**config.mk**
```make
export PLATFORM = sky130hd
export DESIGN_NAME = mnist_frame_sequencer_flat
export DESIGN_NICKNAME = d
export VERILOG_FILES = /design/src/rtl/mnist_frame_sequencer_if.sv /design/src/rtl/mnist_frame_sequencer.sv /design/src/flat_wrapper.sv
export SDC_FILE = /design/constraint.sdc
export NUM_CORES = 1
export LEC_CHECK = 0
export CORE_MARGIN = 4
export CORE_UTILIZATION = 54
export CTS_CLUSTER_SIZE = 20
export DETAILED_ROUTE_END_ITERATION = 8
export GPL_ROUTABILITY_DRIVEN = 0
export PLACE_DENSITY = 0.73
export RECOVER_POWER = 25
export SYNTH_ARGS = -nofsm -noshare
export SYNTH_HDL_FRONTEND = slang
export SYNTH_SLANG_ARGS = --single-unit
```
**constraint.sdc**
```tcl
create_clock -name CLK -period 2.3 [get_ports CLK]
set_input_delay 0.23 -clock CLK [delete_from_list [all_inputs] [get_ports CLK]]
set_output_delay 0.23 -clock CLK [all_outputs]
set_load 0.01 [all_outputs]
```
**src/rtl/mnist_frame_sequencer_if.sv**
```systemverilog
// Signal bundle between the frame sequencer and its host / classifier core.
// The slave modport is the sequencer's view; master is the driver's view.
interface mnist_frame_sequencer_if;
    logic       start;
    logic       wr_en;
    logic [4:0] wr_addr;
    logic [7:0] wr_data;
    logic [7:0] core_byte;
    logic       frame_sync;
    logic [3:0] core_index;
    logic [7:0] core_value;
    logic       busy;
    logic       result_valid;
    logic [3:0] result_index;
    logic [7:0] result_value;
    logic       wr_drop;

    modport master (
        output start, wr_en, wr_addr, wr_data, core_index, core_value,
        input  core_byte, frame_sync, busy, result_valid, result_index,
               result_value, wr_drop
    );

    modport slave (
        input  start, wr_en, wr_addr, wr_data, core_index, core_value,
        output core_byte, frame_sync, busy, result_valid, result_index,
               result_value, wr_drop
    );
endinterface

```
**src/rtl/mnist_frame_sequencer.sv**
```systemverilog
// Buffers one image frame, streams it byte-by-byte into the classifier and latches its result.
// Define AUTO_RESTART_EN to restream the buffer continuously after the first start.
module mnist_frame_sequencer #(
    parameter int FRAME_BYTES = 32,
    parameter int LATENCY     = 2
) (
    input  logic                  CLK,
    input  logic                  rst,
    mnist_frame_sequencer_if.slave bus
);

    localparam int CNT_W = (FRAME_BYTES > 1) ? $clog2(FRAME_BYTES) : 1;
    localparam int LAT_W = (LATENCY > 0) ? $clog2(LATENCY + 1) : 1;
    localparam logic [CNT_W-1:0] LAST_BYTE = CNT_W'(FRAME_BYTES - 1);
    localparam logic [LAT_W-1:0] LAST_LAT  = LAT_W'((LATENCY > 0) ? LATENCY - 1 : 0);

`ifdef AUTO_RESTART_EN
    localparam bit AUTO_RESTART = 1'b1;
`else
    localparam bit AUTO_RESTART = 1'b0;
`endif

    typedef enum logic [1:0] {
        S_IDLE,
        S_STREAM,
        S_WAIT
    } state_t;

    state_t           r_state;
    state_t           w_next_state;
    logic [CNT_W-1:0] r_byte_cnt;
    logic [LAT_W-1:0] r_lat_cnt;
    logic [7:0]       r_buf [FRAME_BYTES];

    logic             w_last_byte;
    logic             w_lat_done;
    logic             w_capture;
    logic             w_wr_ok;
    logic             w_wr_reject;
    logic             w_busy;
    logic             w_frame_sync;
    logic [7:0]       w_core_byte;

    logic             r_result_valid;
    logic [3:0]       r_result_index;
    logic [7:0]       r_result_value;
    logic             r_wr_drop;

    assign w_last_byte = (r_state == S_STREAM) && (r_byte_cnt == LAST_BYTE);
    assign w_lat_done  = (r_state == S_WAIT) && (r_lat_cnt == LAST_LAT);
    // With no latency the core result is already valid on the last streamed byte.
    assign w_capture   = (LATENCY == 0) ? w_last_byte : w_lat_done;

    assign w_wr_ok     = bus.wr_en && !w_busy && (int'(bus.wr_addr) < FRAME_BYTES);
    assign w_wr_reject = bus.wr_en && !w_wr_ok;

    always_ff @(posedge CLK or posedge rst) begin
        if (rst) begin
            r_state <= S_IDLE;
        end else begin
            // NOTE: sequential state uses non-blocking assignments so every register samples pre-edge values.
            r_state <= w_next_state;
        end
    end

    always_comb begin
        // NOTE: default assignment first so no path through the case infers a latch.
        w_next_state = r_state;
        unique case (r_state)
            S_IDLE: begin
                if (bus.start) w_next_state = S_STREAM;
            end
            S_STREAM: begin
                if (w_last_byte) begin
                    if (LATENCY > 0)       w_next_state = S_WAIT;
                    else if (AUTO_RESTART) w_next_state = S_STREAM;
                    else                   w_next_state = S_IDLE;
                end
            end
            S_WAIT: begin
                if (w_lat_done) w_next_state = AUTO_RESTART ? S_STREAM : S_IDLE;
            end
            default: w_next_state = S_IDLE;
        endcase
    end

    always_comb begin
        w_busy       = (r_state != S_IDLE);
        w_frame_sync = (r_state == S_STREAM) && (r_byte_cnt == '0);
        w_core_byte  = (r_state == S_STREAM) ? r_buf[r_byte_cnt] : 8'd0;
    end

    always_ff @(posedge CLK or posedge rst) begin
        if (rst) begin
            r_byte_cnt <= '0;
            r_lat_cnt  <= '0;
        end else begin
            r_byte_cnt <= (r_state == S_STREAM && !w_last_byte) ? r_byte_cnt + 1'b1 : '0;
            r_lat_cnt  <= (r_state == S_WAIT && !w_lat_done) ? r_lat_cnt + 1'b1 : '0;
        end
    end

    always_ff @(posedge CLK or posedge rst) begin
        if (rst) begin
            r_result_valid <= 1'b0;
            r_result_index <= 4'd0;
            r_result_value <= 8'd0;
            r_wr_drop      <= 1'b0;
        end else begin
            r_result_valid <= w_capture;
            r_wr_drop      <= w_wr_reject;
            if (w_capture) begin
                r_result_index <= bus.core_index;
                r_result_value <= bus.core_value;
            end
        end
    end

    // NOTE: the frame buffer has no reset; its contents must survive an aborted frame.
    always_ff @(posedge CLK) begin
        if (w_wr_ok) r_buf[bus.wr_addr[CNT_W-1:0]] <= bus.wr_data;
    end

    assign bus.busy         = w_busy;
    assign bus.frame_sync   = w_frame_sync;
    assign bus.core_byte    = w_core_byte;
    assign bus.result_valid = r_result_valid;
    assign bus.result_index = r_result_index;
    assign bus.result_value = r_result_value;
    assign bus.wr_drop      = r_wr_drop;

endmodule

```
**src/flat_wrapper.sv**
```systemverilog
// flat-port wrapper written by rule: the top's interface ports become plain ports
module mnist_frame_sequencer_flat 
#(
    parameter int FRAME_BYTES = 32,
    parameter int LATENCY     = 2
)
  (CLK, rst, bus_start, bus_wr_en, bus_wr_addr, bus_wr_data, bus_core_index, bus_core_value, bus_core_byte, bus_frame_sync, bus_busy, bus_result_valid, bus_result_index, bus_result_value, bus_wr_drop);
  mnist_frame_sequencer_if bus_i ();
  input  logic CLK;
  input  logic rst;
  input wire logic [$bits(bus_i.start)-1:0] bus_start;
  input wire logic [$bits(bus_i.wr_en)-1:0] bus_wr_en;
  input wire logic [$bits(bus_i.wr_addr)-1:0] bus_wr_addr;
  input wire logic [$bits(bus_i.wr_data)-1:0] bus_wr_data;
  input wire logic [$bits(bus_i.core_index)-1:0] bus_core_index;
  input wire logic [$bits(bus_i.core_value)-1:0] bus_core_value;
  output wire logic [$bits(bus_i.core_byte)-1:0] bus_core_byte;
  output wire logic [$bits(bus_i.frame_sync)-1:0] bus_frame_sync;
  output wire logic [$bits(bus_i.busy)-1:0] bus_busy;
  output wire logic [$bits(bus_i.result_valid)-1:0] bus_result_valid;
  output wire logic [$bits(bus_i.result_index)-1:0] bus_result_index;
  output wire logic [$bits(bus_i.result_value)-1:0] bus_result_value;
  output wire logic [$bits(bus_i.wr_drop)-1:0] bus_wr_drop;
  assign bus_i.start = bus_start;
  assign bus_i.wr_en = bus_wr_en;
  assign bus_i.wr_addr = bus_wr_addr;
  assign bus_i.wr_data = bus_wr_data;
  assign bus_i.core_index = bus_core_index;
  assign bus_i.core_value = bus_core_value;
  assign bus_core_byte = bus_i.core_byte;
  assign bus_frame_sync = bus_i.frame_sync;
  assign bus_busy = bus_i.busy;
  assign bus_result_valid = bus_i.result_valid;
  assign bus_result_index = bus_i.result_index;
  assign bus_result_value = bus_i.result_value;
  assign bus_wr_drop = bus_i.wr_drop;
  mnist_frame_sequencer #(.FRAME_BYTES(FRAME_BYTES), .LATENCY(LATENCY)) u_core (.CLK(CLK), .rst(rst), .bus(bus_i));
endmodule
```
Yosys cells after proc, flatten, opt, wreduce, memory -nomap -nowiden
Memory sizes are Yosys's and may differ from the RTL's.
Cells that the tools add are included.
Widths: inputs -> output; s select.
{"block": "op_classes", "addsub": 2, "multipliers": 0, "div": 0, "magnitude_cmp": 0, "n_eq_ne": 7, "shifts": 0, "n_mux": 9, "n_bitwise": 0, "n_reduce_logical": 15}
{"operator": "$mux 2", "count": 4}
{"operator": "$mux 8", "count": 1}
{"operator": "$logic_and 1x1->1", "count": 7}
{"operator": "$pmux 2 s3", "count": 1}
{"operator": "$add 5x1->5 const B", "count": 1}
{"operator": "$eq 5x5->1 const B", "count": 1}
{"operator": "$logic_not 5->1", "count": 1}
{"operator": "$mux 5", "count": 1}
{"operator": "$eq 2x1->1 const B", "count": 2}
{"operator": "$logic_not 1->1", "count": 4}
{"operator": "$ne 2x1->1 const B", "count": 2}
{"operator": "$reduce_and 3->1", "count": 1}
{"operator": "$add 2x1->2 const B", "count": 1}
{"operator": "$eq 2x2->1 const B", "count": 1}
{"operator": "$logic_not 2->1", "count": 1}
{"operator": "$mux 1", "count": 2}
{"operator": "$ne 2x2->1 const B", "count": 1}
{"operator": "$reduce_bool 2->1", "count": 1}
{"block": "word_totals", "ff_bits": 23, "latch_bits": 0, "ramBits": 256, "rom_bits": 0, "input_bits": 29, "output_inout_bits": 24, "word_cells": 41, "n_memories": 1}
{"memory": "u_core.r_buf", "depth": 32, "word_bits": 8, "rd": 1, "rd_ports_with_merged_regs": 0, "write_ports": 1, "line": "mnist_frame_sequencer.sv:33", "rtl": "logic [7:0] r_buf [FRAME_BYTES];"}

Depth between registers and ports, before layout
Gate-level depths: netlist of run 1.
{"block": "depth", "word_depth": 5, "mapped_depth": 7}

Worst setup path before layout of run 1
Ideal clock, no wire load.
{"block": "synth_timing", "kind": "register to output", "from": "register u_core.r_byte_cnt[0]", "to": "output port bus_core_byte[0]", "t_arrival_ns": 1.732, "t_required_ns": 2.070, "slack_ns": 0.338, "path_stages_with_launch": 7, "n_path_buf": 2, "path_cell_list": "dfrtp_1 -> buf_6 -> buf_6 -> mux4_2 -> mux2_2 -> a221oi_2 -> nor4_1"}
{"block": "synth_between", "elab_chain_len": 2}
{"item": "from (decl)", "line": "mnist_frame_sequencer.sv:31", "rtl": "logic [CNT_W-1:0] r_byte_cnt;"}
{"item": "from (signal assigned)", "line": "mnist_frame_sequencer.sv:98", "rtl": "r_byte_cnt <= (r_state == S_STREAM && !w_last_byte) ? r_byte_cnt + 1'b1 : '0;"}
{"item": "$mem_v2 32x8"}
{"item": "$mux 8", "line": "mnist_frame_sequencer.sv:90", "rtl": "w_core_byte = (r_state == S_STREAM) ? r_buf[r_byte_cnt] : 8'd0;"}
{"item": "to (decl)", "line": "flat_wrapper.sv:17", "rtl": "output wire logic [$bits(bus_i.core_byte)-1:0] bus_core_byte;"}
Every way passes these cells.

Worst setup path after layout of run 1
{"block": "layout_timing", "from": "register u_core.r_byte_cnt[0]", "to": "output port bus_core_byte[5]"}
The elaborated chain is that of the path after synthesis.

==> flow_metrics.env, run 1 <==
export IMPL_detail_route_wirelength_um=25910
export IMPL_congestion_overflow_gr=0
export IMPL_cp_launch_type="register"
export IMPL_drc_errors=0
export IMPL_root_buffer="sky130_fd_sc_hd__clkbuf_16"
export IMPL_sw_frac_of_total_pct=29.45
export IMPL_max_slew_worst_pin_slew_ps=1769
export IMPL_rsz0062_at_grt="true"
export IMPL_power_leakage_uw=0.004830
export IMPL_grt_total_usage_pct=23.34
export IMPL_layoutNonFillerInstCount=1022
export IMPL_worst_case_setup_margin_in_the_final_layout_ps=-607.9
export IMPL_h_tree_levels=1
export IMPL_slowest_stage="sky130_fd_sc_hd__dfrtp_2"
export IMPL_grt_pass1_wl_um=38770
export IMPL_numCtsBuffers=28
export IMPL_drv_max_cap_violation_count=5
export IMPL_syn_area_per_cell_um2=19.31
export IMPL_cts_sinks=279
export IMPL_boundaryPins=53
export IMPL_synth_area_in_adders_pct=0.4539
export IMPL_timing_final_crit_period_ps=2908
export IMPL_rows=52
export IMPL_floorplan_die_height_um=150.9
export IMPL_insertedDiodeCount=0
export IMPL_finish_net_count=764
export IMPL_timing_final_crit_share_pct=126.4
export IMPL_dp_cells=953
export IMPL_final_hold_worst_slack_ps=193.3
export IMPL_synth_cells=571
export IMPL_core_area_mm2=0.02017
export IMPL_drt_initial_drc_count=498
export IMPL_timing_critical_path_mode_cell="sky130_fd_sc_hd__buf_12"
export IMPL_power_ir_vdd_worst_v=0.001311
export IMPL_timing_max_slew_rel_slack_pct=-17.93
export IMPL_run_status="complete, but fails checks"
export IMPL_achievable_frequency_ghz=0.3439
export IMPL_clk_transition_reported_paths_ps=60
export IMPL_numPortBuffers=52
export IMPL_clock_skew_ps=30.33
export IMPL_net_count_after_synthesis=604
export IMPL_fin_total_pwr_uw=16460
export IMPL_final_hold_viol_count=0
export IMPL_initial_core_util_pct=54.67
export IMPL_finalCoreUtilization_pct=69.99
export IMPL_pin_count_of_the_biggest_net_entering_global_routing=33
export IMPL_vias_in_the_first_global_route=6399
export IMPL_worst_r2r_startpoint="u_core.r_byte_cnt[0]$_DFF_PP0_"
export IMPL_synthToLayoutAreaGrowth_pct=28.02
export IMPL_critical_path_max_fanout=5
export IMPL_violations_in_the_final_reports="capacitance limit, slew limit, setup timing"
export IMPL_r2r_end="u_core.r_byte_cnt[1]$_DFF_PP0_"
export IMPL_post_drt_wl_per_cell_um=25.36
export IMPL_synth_seq_cells=279
export IMPL_cts_tree="done"
export IMPL_final_antenna_net_count=0
export IMPL_power_clock_fraction_pct=27.1
export IMPL_synth_cell_type_count=36
export IMPL_fraction_of_synthesized_area_in_multiplexers_pct=13.71
export IMPL_worst_path_largest_cell_delay_ps=450
export IMPL_avgViaCountPerCell=5.956
export IMPL_reg2reg_setup_slack_ps=80
export IMPL_drive_gt1_share_pct=36.04
export IMPL_timing_max_transition_violations_final=165
export IMPL_sequential_fraction_of_design_power_pct=35.1
export IMPL_synthSimpleGateAreaFrac_pct=5.571
export IMPL_total_switching_power_uw=4848
export IMPL_worst_ep_arrival_time_ps=2680
export IMPL_worst_case_clock_buffer_depth=3
export IMPL_worst_ep_required_time_ps=2070
export IMPL_dp_final_hpwl_um=15350
export IMPL_fp_dieArea_mm2=0.02277
export IMPL_initial_antenna_violation_count=1
export IMPL_num_vias=6087
export IMPL_share_comb_of_total_power_pct=37.8
export IMPL_ff2ff_path_depth=9
export IMPL_timing_setup_critical_path_class="reg2out"
export IMPL_yosys_area_share_xor_xnor_pct=0.1589
export IMPL_setup_viol_count_final=9
export IMPL_cts_hold_buffers_added=0
export IMPL_internal_power_uw=11610
export IMPL_endpoint_kind="primary output"
export IMPL_synth_warning_count=0
export IMPL_clock_insertion_delay_worst_skew_ps=540
export IMPL_synth_compound_area_share_pct=3.291
export IMPL_crit_path_cell_trace="buf_12 > buf_12 > buf_6 > mux4_2 > mux2_4 > a221oi_4 > nor4_2 > buf_4"
export IMPL_synth_yosys_seq_area_share_pct=74.93
export IMPL_detailedPlace_worstSlack_ps=-558.8
export IMPL_dieWidth_um=150.9
export IMPL_detail_route_first_pass_iterations=5
export IMPL_post_syn_area_mm2=0.01103
export IMPL_holdCritPathClass="in2async"
export IMPL_pwr_density_cell_mw_per_mm2=1166
export IMPL_main_combinational_cell_family_by_area_after_synthesis="multiplexers"
how the worst max path moves through the flow:
stage	from	to	cells after the start
finish	u_core.r_byte_cnt[0]$_DFF_PP0_	bus_core_byte[5]	8
global route	u_core.r_byte_cnt[0]$_DFF_PP0_	bus_core_byte[5]	8
CTS	u_core.r_byte_cnt[0]$_DFF_PP0_	bus_core_byte[5]	8
detailed placement	u_core.r_byte_cnt[1]$_DFF_PP0_	bus_core_byte[7]	7
global placement	u_core.r_byte_cnt[1]$_DFF_PP0_	bus_core_byte[7]	7
floorplan	u_core.r_byte_cnt[0]$_DFF_PP0_	bus_core_byte[0]	6
critical path, delay by kind of cell (launching register included):
kind            cells  cell delay (ps)
mux                 2              740
buf+inv             4              530
flops               1              450
compound gates      1              300
simple gates        1              110
cell type report:
cell class / count / area, um^2
Fill cell: 1236 / 6053
Timing Repair Buffer: 160 / 1541
Clock buffer: 37 / 828.3
Clock inverter: 14 / 91.34
Multi-Input combinational cell: 255 / 3002
Inverter: 7 / 43.79
Tap cell: 270 / 337.8
Sequential cell: 279 / 8272
power groups by stage:
stage | Clock, uW | Combinational [uW] | Sequential, uW
2_1_floorplan | 0 | 2800 | 5750
3_3_place_gp | 0 | 4540 | 5880
3_5_place_dp | 0 | 4610 | 5890
4_1_cts | 4480 | 6070 | 5760
5_1_grt | 4750 | 6540 | 5780
6_report | 4470 | 6220 | 5780
layout by cell type (no fill, tap or decap), types with 3 or more instances in the layout:
master / Yosys / final
sky130_fd_sc_hd__dlygate4sd3_1: 0 / 7
sky130_fd_sc_hd__buf_8: 0 / 4
sky130_fd_sc_hd__nor4_4: 0 / 8
sky130_fd_sc_hd__a221oi_4: 0 / 8
sky130_fd_sc_hd__clkinv_1: 1 / 5
sky130_fd_sc_hd__nor2_1: 37 / 36
sky130_fd_sc_hd__buf_4: 2 / 80
sky130_fd_sc_hd__buf_2: 7 / 3
sky130_fd_sc_hd__mux2_4: 0 / 8
sky130_fd_sc_hd__clkbuf_1: 12 / 8
sky130_fd_sc_hd__a211oi_2: 0 / 12
sky130_fd_sc_hd__buf_12: 0 / 13
sky130_fd_sc_hd__clkinv_2: 0 / 6
sky130_fd_sc_hd__clkbuf_8: 0 / 3
sky130_fd_sc_hd__buf_6: 7 / 11
sky130_fd_sc_hd__or3b_1: 3 / 3
sky130_fd_sc_hd__nand3b_1: 4 / 4
sky130_fd_sc_hd__mux2i_1: 16 / 16
sky130_fd_sc_hd__a2bb2oi_2: 0 / 6
sky130_fd_sc_hd__inv_1: 4 / 4
sky130_fd_sc_hd__a21oi_1: 8 / 5
sky130_fd_sc_hd__dfrtp_1: 23 / 20
sky130_fd_sc_hd__nor3_1: 3 / 3
sky130_fd_sc_hd__a21oi_2: 0 / 3
sky130_fd_sc_hd__ha_1: 4 / 3
sky130_fd_sc_hd__nand2_1: 40 / 40
sky130_fd_sc_hd__mux4_2: 56 / 56
sky130_fd_sc_hd__clkbuf_16: 0 / 31
sky130_fd_sc_hd__clkdlybuf4s50_1: 0 / 36
sky130_fd_sc_hd__edfxtp_1: 256 / 256
sky130_fd_sc_hd__and2_1: 19 / 19
stage by stage:
stage / cell area (um^2) / TNS [ps]
2_1_floorplan: 11030 / 0
3_3_place_gp: 12470 / -3637
3_5_place_dp: 12470 / -3799
4_1_cts: 14060 / -4818
5_1_grt: 14120 / -5153
6_report: 14120 / -4620
state kept, by name (all words and copies together), names as in the netlist:
| signal | cells |
|---|---|
| u_core.bus.result_index | 4 |
| u_core.bus.result_valid | 1 |
| u_core.bus.result_value | 8 |
| u_core.bus.wr_drop | 1 |
| u_core.r_buf | 256 |
| u_core.r_byte_cnt | 5 |
| u_core.r_lat_cnt | 2 |
| u_core.r_state | 2 |
timing repair:
item	CTS	global route
cloned	1	0
endpoints found under the setup margin	9	12
pin swaps	18	18
gates resized for setup	127	10
setup buffers	23	2
synth_stat cells:
cell                        instances  area, um^2
sky130_fd_sc_hd__a211oi_1          16       120.1
sky130_fd_sc_hd__a21o_1             1       7.510
sky130_fd_sc_hd__a21oi_1            8       40.04
sky130_fd_sc_hd__a221oi_2           8       120.1
sky130_fd_sc_hd__a2bb2oi_1          8       70.07
sky130_fd_sc_hd__and2_1            19       118.9
sky130_fd_sc_hd__and3_1             1       6.260
sky130_fd_sc_hd__buf_1              2       7.510
sky130_fd_sc_hd__buf_2              7       35.03
sky130_fd_sc_hd__buf_4              2       15.01
sky130_fd_sc_hd__buf_6              7       78.83
sky130_fd_sc_hd__clkbuf_1          12       45.04
sky130_fd_sc_hd__clkinv_1           1       3.750
sky130_fd_sc_hd__dfrtp_1           23       575.6
sky130_fd_sc_hd__edfxtp_1         256        7687
sky130_fd_sc_hd__ha_1               4       50.05
sky130_fd_sc_hd__inv_1              4       15.01
sky130_fd_sc_hd__inv_2              2       7.510
sky130_fd_sc_hd__mux2_2             8       90.09
sky130_fd_sc_hd__mux2i_1           16       160.2
sky130_fd_sc_hd__mux4_2            56        1261
sky130_fd_sc_hd__nand2_1           40       150.1
sky130_fd_sc_hd__nand2b_1           3       18.77
sky130_fd_sc_hd__nand3_1            1       5.000
sky130_fd_sc_hd__nand3b_1           4       30.03
sky130_fd_sc_hd__nand4_1            1       6.260
sky130_fd_sc_hd__nand4b_1           2       17.52
sky130_fd_sc_hd__nor2_1            37       138.9
sky130_fd_sc_hd__nor2b_1            2       12.51
sky130_fd_sc_hd__nor3_1             3       15.01
sky130_fd_sc_hd__nor4_1             9       56.30
sky130_fd_sc_hd__o21ai_1            1       5.000
sky130_fd_sc_hd__or3_1              2       12.51
sky130_fd_sc_hd__or3b_1             3       26.28
sky130_fd_sc_hd__xnor2_1            1       8.760
sky130_fd_sc_hd__xor2_1             1       8.760
layer usage:
metal	wire [um]	vias up	track usage (%)
met5	13	-	0
met4	889	2	8.069
met3	1905	72	3.680
met2	13070	268	39.21
met1	10040	3140	31.54
li1	-	2605	-
logic make-up after synthesis:
logic type | Yosys count
multiplexers | 80
AO/OA/AOI/OAI | 42
XOR/XNOR | 2
AND/OR/NAND/NOR | 127
adder cells (fa/ha/maj) | 4
flip-flops | 279
buffers and inverters | 37
Power figures use the tool's default switching activity.
==> run 2: changes to the inputs <==
--- a/config.mk
+++ b/config.mk
@@ -7,6 +7,7 @@
 export LEC_CHECK = 0
 export CORE_MARGIN = 4
 export CORE_UTILIZATION = 54
+export CTS_CLUSTER_DIAMETER = 40
 export CTS_CLUSTER_SIZE = 20
 export DETAILED_ROUTE_END_ITERATION = 8
 export GPL_ROUTABILITY_DRIVEN = 0
==> run 2 against run 1 <==
  * The run still ends with capacitance limit, slew limit, setup timing left
  * Maximum frequency rose by 1.2%
  * Sequential cell count did not move
  * First-iteration DRC count rose by 23%
  * Utilization rose by 1.7 points
  * Non-clock buffer count rose by 15
==> flow_metrics.env, run 2 (synthesis results as in run 1) <==
export IMPL_layout_commonest_cell="sky130_fd_sc_hd__edfxtp_1"
export IMPL_max_slew_worst_pin_slew_ps=1806
export IMPL_clk_transition_reported_paths_ps=60
export IMPL_flip_flop_and_latch_area_mm2=0.008272
export IMPL_post_drt_wl_per_cell_um=26.14
export IMPL_numCtsBuffers=34
export IMPL_detailedPlace_worstSlack_ps=-558.8
export IMPL_dieWidth_um=150.9
export IMPL_holdCritPathClass="in2async"
export IMPL_run_status="complete, but fails checks"
export IMPL_cts_tree="done"
export IMPL_fin_total_pwr_uw=17710
export IMPL_timing_max_transition_violations_final=165
export IMPL_avgViaCountPerCell=5.983
export IMPL_largest_register_ff_count=256
export IMPL_worst_case_clock_buffer_depth=3
export IMPL_achievable_frequency_ghz=0.3481
export IMPL_initial_antenna_violation_count=0
export IMPL_drt_initial_drc_count=614
export IMPL_violations_in_the_final_reports="capacitance limit, slew limit, setup timing"
export IMPL_grt_total_usage_pct=24.22
export IMPL_cts_sinks=279
export IMPL_rsz0062_at_grt="true"
export IMPL_floorplan_die_height_um=150.9
export IMPL_root_buffer="sky130_fd_sc_hd__clkbuf_16"
export IMPL_endpoint_kind="primary output"
export IMPL_worst_case_setup_margin_in_the_final_layout_ps=-572.4
export IMPL_final_antenna_net_count=0
export IMPL_drc_errors=0
export IMPL_clock_skew_ps=7.040
export IMPL_core_area_mm2=0.02017
export IMPL_pwr_density_cell_mw_per_mm2=1224
export IMPL_timing_setup_critical_path_class="reg2out"
export IMPL_multi_input_area_mm2=0.002998
export IMPL_num_vias=6258
export IMPL_final_hold_viol_count=0
export IMPL_power_leakage_uw=0.005005
export IMPL_reg2reg_setup_slack_ps=110
export IMPL_initial_core_util_pct=54.67
export IMPL_dp_final_hpwl_um=15350
export IMPL_synthToLayoutAreaGrowth_pct=31.19
export IMPL_finalCoreUtilization_pct=71.72
export IMPL_insertedDiodeCount=0
export IMPL_vias_in_the_first_global_route=6472
export IMPL_fp_dieArea_mm2=0.02277
export IMPL_rows=52
export IMPL_cp_launch_type="register"
export IMPL_timing_final_crit_share_pct=124.9
export IMPL_detail_route_first_pass_iterations=4
export IMPL_clock_insertion_delay_worst_skew_ps=500
export IMPL_pin_count_of_the_biggest_net_entering_global_routing=33
export IMPL_finish_net_count=785
export IMPL_grt_pass1_wl_um=40030
export IMPL_numPortBuffers=52
export IMPL_congestion_overflow_gr=0
export IMPL_drv_max_cap_violation_count=5
export IMPL_h_tree_levels=2
export IMPL_crit_start="u_core.r_byte_cnt[0]$_DFF_PP0_"
export IMPL_drive_gt1_share_pct=38.66
export IMPL_boundaryPins=53
export IMPL_timing_max_slew_rel_slack_pct=-20.42
export IMPL_setup_viol_count_final=9
export IMPL_power_ir_vdd_worst_v=0.001307
export IMPL_critical_path_max_fanout=10
export IMPL_worst_ep_required_time_ps=2070
export IMPL_worst_ep_arrival_time_ps=2640
export IMPL_detail_route_wirelength_um=27340
export IMPL_final_cell_mix="256 x sky130_fd_sc_hd__edfxtp_1, 93 x sky130_fd_sc_hd__buf_4, 56 x sky130_fd_sc_hd__mux4_2"
export IMPL_timing_final_crit_period_ps=2872
export IMPL_worst_r2r_startpoint="u_core.r_byte_cnt[0]$_DFF_PP0_"
export IMPL_fillerInstances=1165
-- run 2: cell types whose count changed in the layout (fill, tap and decap cells not counted), moves of 5 or more --
cell | before | now
sky130_fd_sc_hd__buf_4 | 80 | 93
sky130_fd_sc_hd__buf_6 | 11 | 16
sky130_fd_sc_hd__clkbuf_16 | 31 | 38
sky130_fd_sc_hd__clkinv_1 | 5 | 0
-- run 2: per-layer routing --
metal | vias to the layer above | GRT usage, % | share of wire (%)
li1 | 2650 | - | -
met2 | 344 | 40.54 | 51
met5 | - | 0 | 0
met3 | 62 | 4.219 | 7.8
met4 | 0 | 8.386 | 3.3
met1 | 3202 | 32.54 | 38
-- run 2: path summary, 6_finish.rpt --
path                       depth (start not counted)                                endpoint
setup / recovery                                   9                        bus_core_byte[7]
hold / removal                                     2  u_core.bus.result_value[1]$_DFFE_PP0P_
setup reg to reg                                   9          u_core.r_byte_cnt[1]$_DFF_PP0_
hold reg to reg                                    1           u_core.r_lat_cnt[0]$_DFF_PP0_
max in group asynchronous                          2          u_core.r_byte_cnt[1]$_DFF_PP0_
min in group CLK                                   3  u_core.bus.result_value[1]$_DFFE_PP0P_
-- run 2: through the flow --
stage | cell area, um^2 | instances | hold WS [ps] | setup TNS, ps
CTS | 14260 | 1033 | 255.8 | -4273
finish | 14470 | 1046 | 255.9 | -4519
detailed placement | 12470 | 953 | 448.0 | -3799
global placement | 12470 | 953 | 420.1 | -3637
floorplan | 11030 | 571 | 231.9 | 0
global route | 14470 | 1046 | 268.2 | -5046
-- run 2: area by class of cell --
type	instances	area share, %
Clock buffer	45	6.815
Clock inverter	15	1.176
Inverter	7	0.2941
Multi-Input combinational cell	255	20.72
Sequential cell	279	57.18
Tap cell	270	2.335
Timing Repair Buffer	175	11.48
-- run 2: worst max-delay path, stage by stage (launching register included) --
cell	delay (ps)
sky130_fd_sc_hd__dfrtp_2	440
sky130_fd_sc_hd__buf_4	150
sky130_fd_sc_hd__buf_6	120
sky130_fd_sc_hd__buf_12	130
sky130_fd_sc_hd__nor2b_4	140
sky130_fd_sc_hd__buf_4	180
sky130_fd_sc_hd__a2bb2oi_2	260
sky130_fd_sc_hd__a221oi_4	130
sky130_fd_sc_hd__nor4_2	430
sky130_fd_sc_hd__buf_6	160
-- run 2: where the power goes --
| part | leakage [uW] | switching [uW] | internal, uW |
|---|---|---|---|
| combinational | 0.00189 | 3020 | 3550 |
| clock | 0.000572 | 2010 | 3370 |
| sequential | 0.00254 | 124 | 5630 |
-- run 2: timing repair --
action                     CTS  global route
setup endpoints to repair    9             9
cloned                       1             1
buffers inserted            26            13
pin swaps                   22            14
gates resized for setup    111            28
hold buffers                 0             0
==> run 3: changes to the inputs <==
--- a/config.mk
+++ b/config.mk
@@ -6,12 +6,12 @@
 export NUM_CORES = 1
 export LEC_CHECK = 0
 export CORE_MARGIN = 4
-export CORE_UTILIZATION = 54
+export CORE_UTILIZATION = 55
 export CTS_CLUSTER_DIAMETER = 40
-export CTS_CLUSTER_SIZE = 20
+export CTS_CLUSTER_SIZE = 8
 export DETAILED_ROUTE_END_ITERATION = 8
 export GPL_ROUTABILITY_DRIVEN = 0
-export PLACE_DENSITY = 0.73
+export PLACE_DENSITY = 0.74
 export RECOVER_POWER = 25
 export SYNTH_ARGS = -nofsm -noshare
 export SYNTH_HDL_FRONTEND = slang
==> run 3 against run 2 <==
  * The flow still finishes with violations (capacitance limit, slew limit, setup timing)
  * Global-route usage decreased by 1.1 points
  * Critical path depth down 2
  * Utilization hardly changed
  * First-iteration DRC count down 12%
  * Wire length is 8.9% lower
  * Critical path type unchanged
  * Largest cell class unchanged
  * Largest power group is now registers
  * Highest routed layer unchanged
==> flow_metrics.env, run 3 (synthesis results as in run 1) <==
export IMPL_violations_in_the_final_reports="capacitance limit, slew limit, setup timing"
export IMPL_rsz0062_at_grt="true"
export IMPL_initial_core_util_pct=56.29
export IMPL_core_area_mm2=0.01959
export IMPL_endpoint_kind="primary output"
export IMPL_share_comb_of_total_power_pct=32.5
export IMPL_drv_max_cap_violation_count=2
export IMPL_power_leakage_uw=0.004796
export IMPL_reg2reg_setup_slack_ps=110
export IMPL_tns_ps=-3759
export IMPL_critical_path_max_fanout=6
export IMPL_ff2ff_path_depth=5
export IMPL_power_ir_vdd_worst_v=0.0009952
export IMPL_internal_power_uw=12040
export IMPL_r2r_end="u_core.r_buf[31][0]$_DFFE_PP_"
export IMPL_sw_frac_of_total_pct=28.10
export IMPL_num_vias=6071
export IMPL_h_tree_levels=2
export IMPL_largest_register_ff_count=256
export IMPL_pwr_density_cell_mw_per_mm2=1192
export IMPL_grt_total_usage_pct=23.12
export IMPL_timing_setup_critical_path_class="reg2out"
export IMPL_detail_route_wirelength_um=24910
export IMPL_vias_in_the_first_global_route=6506
export IMPL_clk_transition_reported_paths_ps=50
export IMPL_worst_case_setup_margin_in_the_final_layout_ps=-492.0
export IMPL_timing_max_slew_rel_slack_pct=-6.062
export IMPL_worst_ep_required_time_ps=2070
export IMPL_sequential_fraction_of_design_power_pct=34.4
export IMPL_dieWidth_um=149.6
export IMPL_floorplan_die_height_um=149.6
export IMPL_insertedDiodeCount=0
export IMPL_multi_input_area_mm2=0.002884
export IMPL_pin_count_of_the_biggest_net_entering_global_routing=33
export IMPL_cp_launch_type="register"
export IMPL_holdCritPathClass="in2async"
export IMPL_numPortBuffers=52
export IMPL_timing_final_crit_share_pct=121.4
export IMPL_max_slew_worst_pin_slew_ps=1591
export IMPL_post_drt_wl_per_cell_um=24.59
export IMPL_initial_antenna_violation_count=0
export IMPL_grt_pass1_wl_um=38410
export IMPL_cts_sinks=279
export IMPL_drt_initial_drc_count=543
export IMPL_rows=51
export IMPL_worst_r2r_startpoint="u_core.r_state[0]$_DFFE_PP0P_"
export IMPL_dp_final_hpwl_um=15200
export IMPL_final_antenna_net_count=0
export IMPL_congestion_overflow_gr=0
export IMPL_dp_cells=933
export IMPL_flip_flop_and_latch_area_mm2=0.008269
export IMPL_drc_errors=0
export IMPL_finish_net_count=761
export IMPL_fp_dieArea_mm2=0.02238
export IMPL_worst_case_clock_buffer_depth=3
export IMPL_fillerInstances=1152
export IMPL_power_clock_fraction_pct=33.1
export IMPL_worst_ep_arrival_time_ps=2560
export IMPL_clock_skew_ps=14.95
export IMPL_final_hold_worst_slack_ps=194.8
export IMPL_cts_tree="done"
export IMPL_detail_route_first_pass_iterations=6
export IMPL_timing_max_transition_violations_final=66
export IMPL_root_buffer="sky130_fd_sc_hd__clkbuf_16"
export IMPL_stdcell_area_mm2=0.01405
export IMPL_avgViaCountPerCell=5.993
export IMPL_numCtsBuffers=42
export IMPL_clock_insertion_delay_worst_skew_ps=520
export IMPL_final_cell_mix="256 x sky130_fd_sc_hd__edfxtp_1, 65 x sky130_fd_sc_hd__buf_4, 56 x sky130_fd_sc_hd__mux4_2"
export IMPL_run_status="complete, but fails checks"
export IMPL_total_switching_power_uw=4705
export IMPL_placement_cell_area_mm2=0.01235
export IMPL_synthToLayoutAreaGrowth_pct=27.43
export IMPL_final_hold_viol_count=0
export IMPL_timing_final_crit_period_ps=2792
export IMPL_layout_commonest_cell="sky130_fd_sc_hd__edfxtp_1"
export IMPL_boundaryPins=53
export IMPL_achievable_frequency_ghz=0.3582
export IMPL_drive_gt1_share_pct=34.36
export IMPL_setup_viol_count_final=9
export IMPL_layoutNonFillerInstCount=1013
run 3: cell count changes in the layout (fill, tap and decap cells not counted), moves of 5 or more:
cell | previous run | this run
sky130_fd_sc_hd__clkbuf_1 | 10 | 21
sky130_fd_sc_hd__buf_4 | 93 | 65
sky130_fd_sc_hd__clkinv_2 | 7 | 0
sky130_fd_sc_hd__buf_6 | 16 | 6
sky130_fd_sc_hd__buf_2 | 2 | 8
sky130_fd_sc_hd__clkbuf_16 | 38 | 43
sky130_fd_sc_hd__nor4_4 | 6 | 1
run 3: stage by stage:
step / setup WS [ps] / power (uW) / util (%)
3_3_place_gp: -539.6 / 10190 / 63.06
5_1_grt: -571.7 / 17370 / 71.73
6_report: -492.0 / 16740 / 71.73
4_1_cts: -511.9 / 16630 / 71.57
3_5_place_dp: -534.5 / 10240 / 63.06
2_1_floorplan: 338.4 / 8544 / -
run 3: metal layers:
layer | share of wire (%) | track usage [%] | vias up
met5 | 0 | 0 | -
met4 | 2.3 | 7.460 | 0
met3 | 7.2 | 4.664 | 49
met2 | 53 | 39.91 | 271
met1 | 38 | 29.84 | 3147
li1 | - | - | 2604
run 3: worst max-delay path by stage:
stage | from | to | slack, ps | depth (start not counted)
6_report | u_core.r_byte_cnt[1]$_DFF_PP0_ | bus_core_byte[1] | -490 | 7
3_3_place_gp | u_core.r_byte_cnt[1]$_DFF_PP0_ | bus_core_byte[4] | -540 | 7
2_1_floorplan | u_core.r_byte_cnt[0]$_DFF_PP0_ | bus_core_byte[0] | 340 | 6
5_1_grt | u_core.r_byte_cnt[0]$_DFF_PP0_ | bus_core_byte[1] | -570 | 7
4_1_cts | u_core.r_byte_cnt[1]$_DFF_PP0_ | bus_core_byte[0] | -510 | 7
3_5_place_dp | u_core.r_byte_cnt[1]$_DFF_PP0_ | bus_core_byte[4] | -530 | 7
run 3: timing repair:
item / in CTS / in global routing
gates resized for setup: 96 / 12
setup endpoints to repair: 9 / 9
pin swaps: 16 / 5
hold buffers: 0 / 0
gates cloned: 1 / 0
buffers inserted: 15 / 1
run 3: critical path: stages, from the launching register on:
cell and delay, ps:
sky130_fd_sc_hd__dfrtp_4 540, sky130_fd_sc_hd__buf_6 170, sky130_fd_sc_hd__mux4_2 330, sky130_fd_sc_hd__a2bb2oi_1 240
sky130_fd_sc_hd__a221oi_2 100, sky130_fd_sc_hd__buf_4 160, sky130_fd_sc_hd__nor4_4 310, sky130_fd_sc_hd__buf_2 200
run 3: cell type report:
| cell class | instances | area share [%] |
|---|---|---|
| Clock buffer | 58 | 8.201 |
| Clock inverter | 6 | 0.5076 |
| Inverter | 7 | 0.2048 |
| Multi-Input combinational cell | 255 | 20.53 |
| Sequential cell | 279 | 58.85 |
| Tap cell | 265 | 2.360 |
| Timing Repair Buffer | 143 | 9.350 |
run 3: power by group through the flow:
| stage | combinational, uW | sequential, uW | clock (uW) |
|---|---|---|---|
| floorplan | 2800 | 5750 | 0 |
| global placement | 4330 | 5860 | 0 |
| detailed placement | 4380 | 5860 | 0 |
| CTS | 5270 | 5750 | 5600 |
| global route | 5730 | 5760 | 5880 |
| finish | 5430 | 5760 | 5550 |
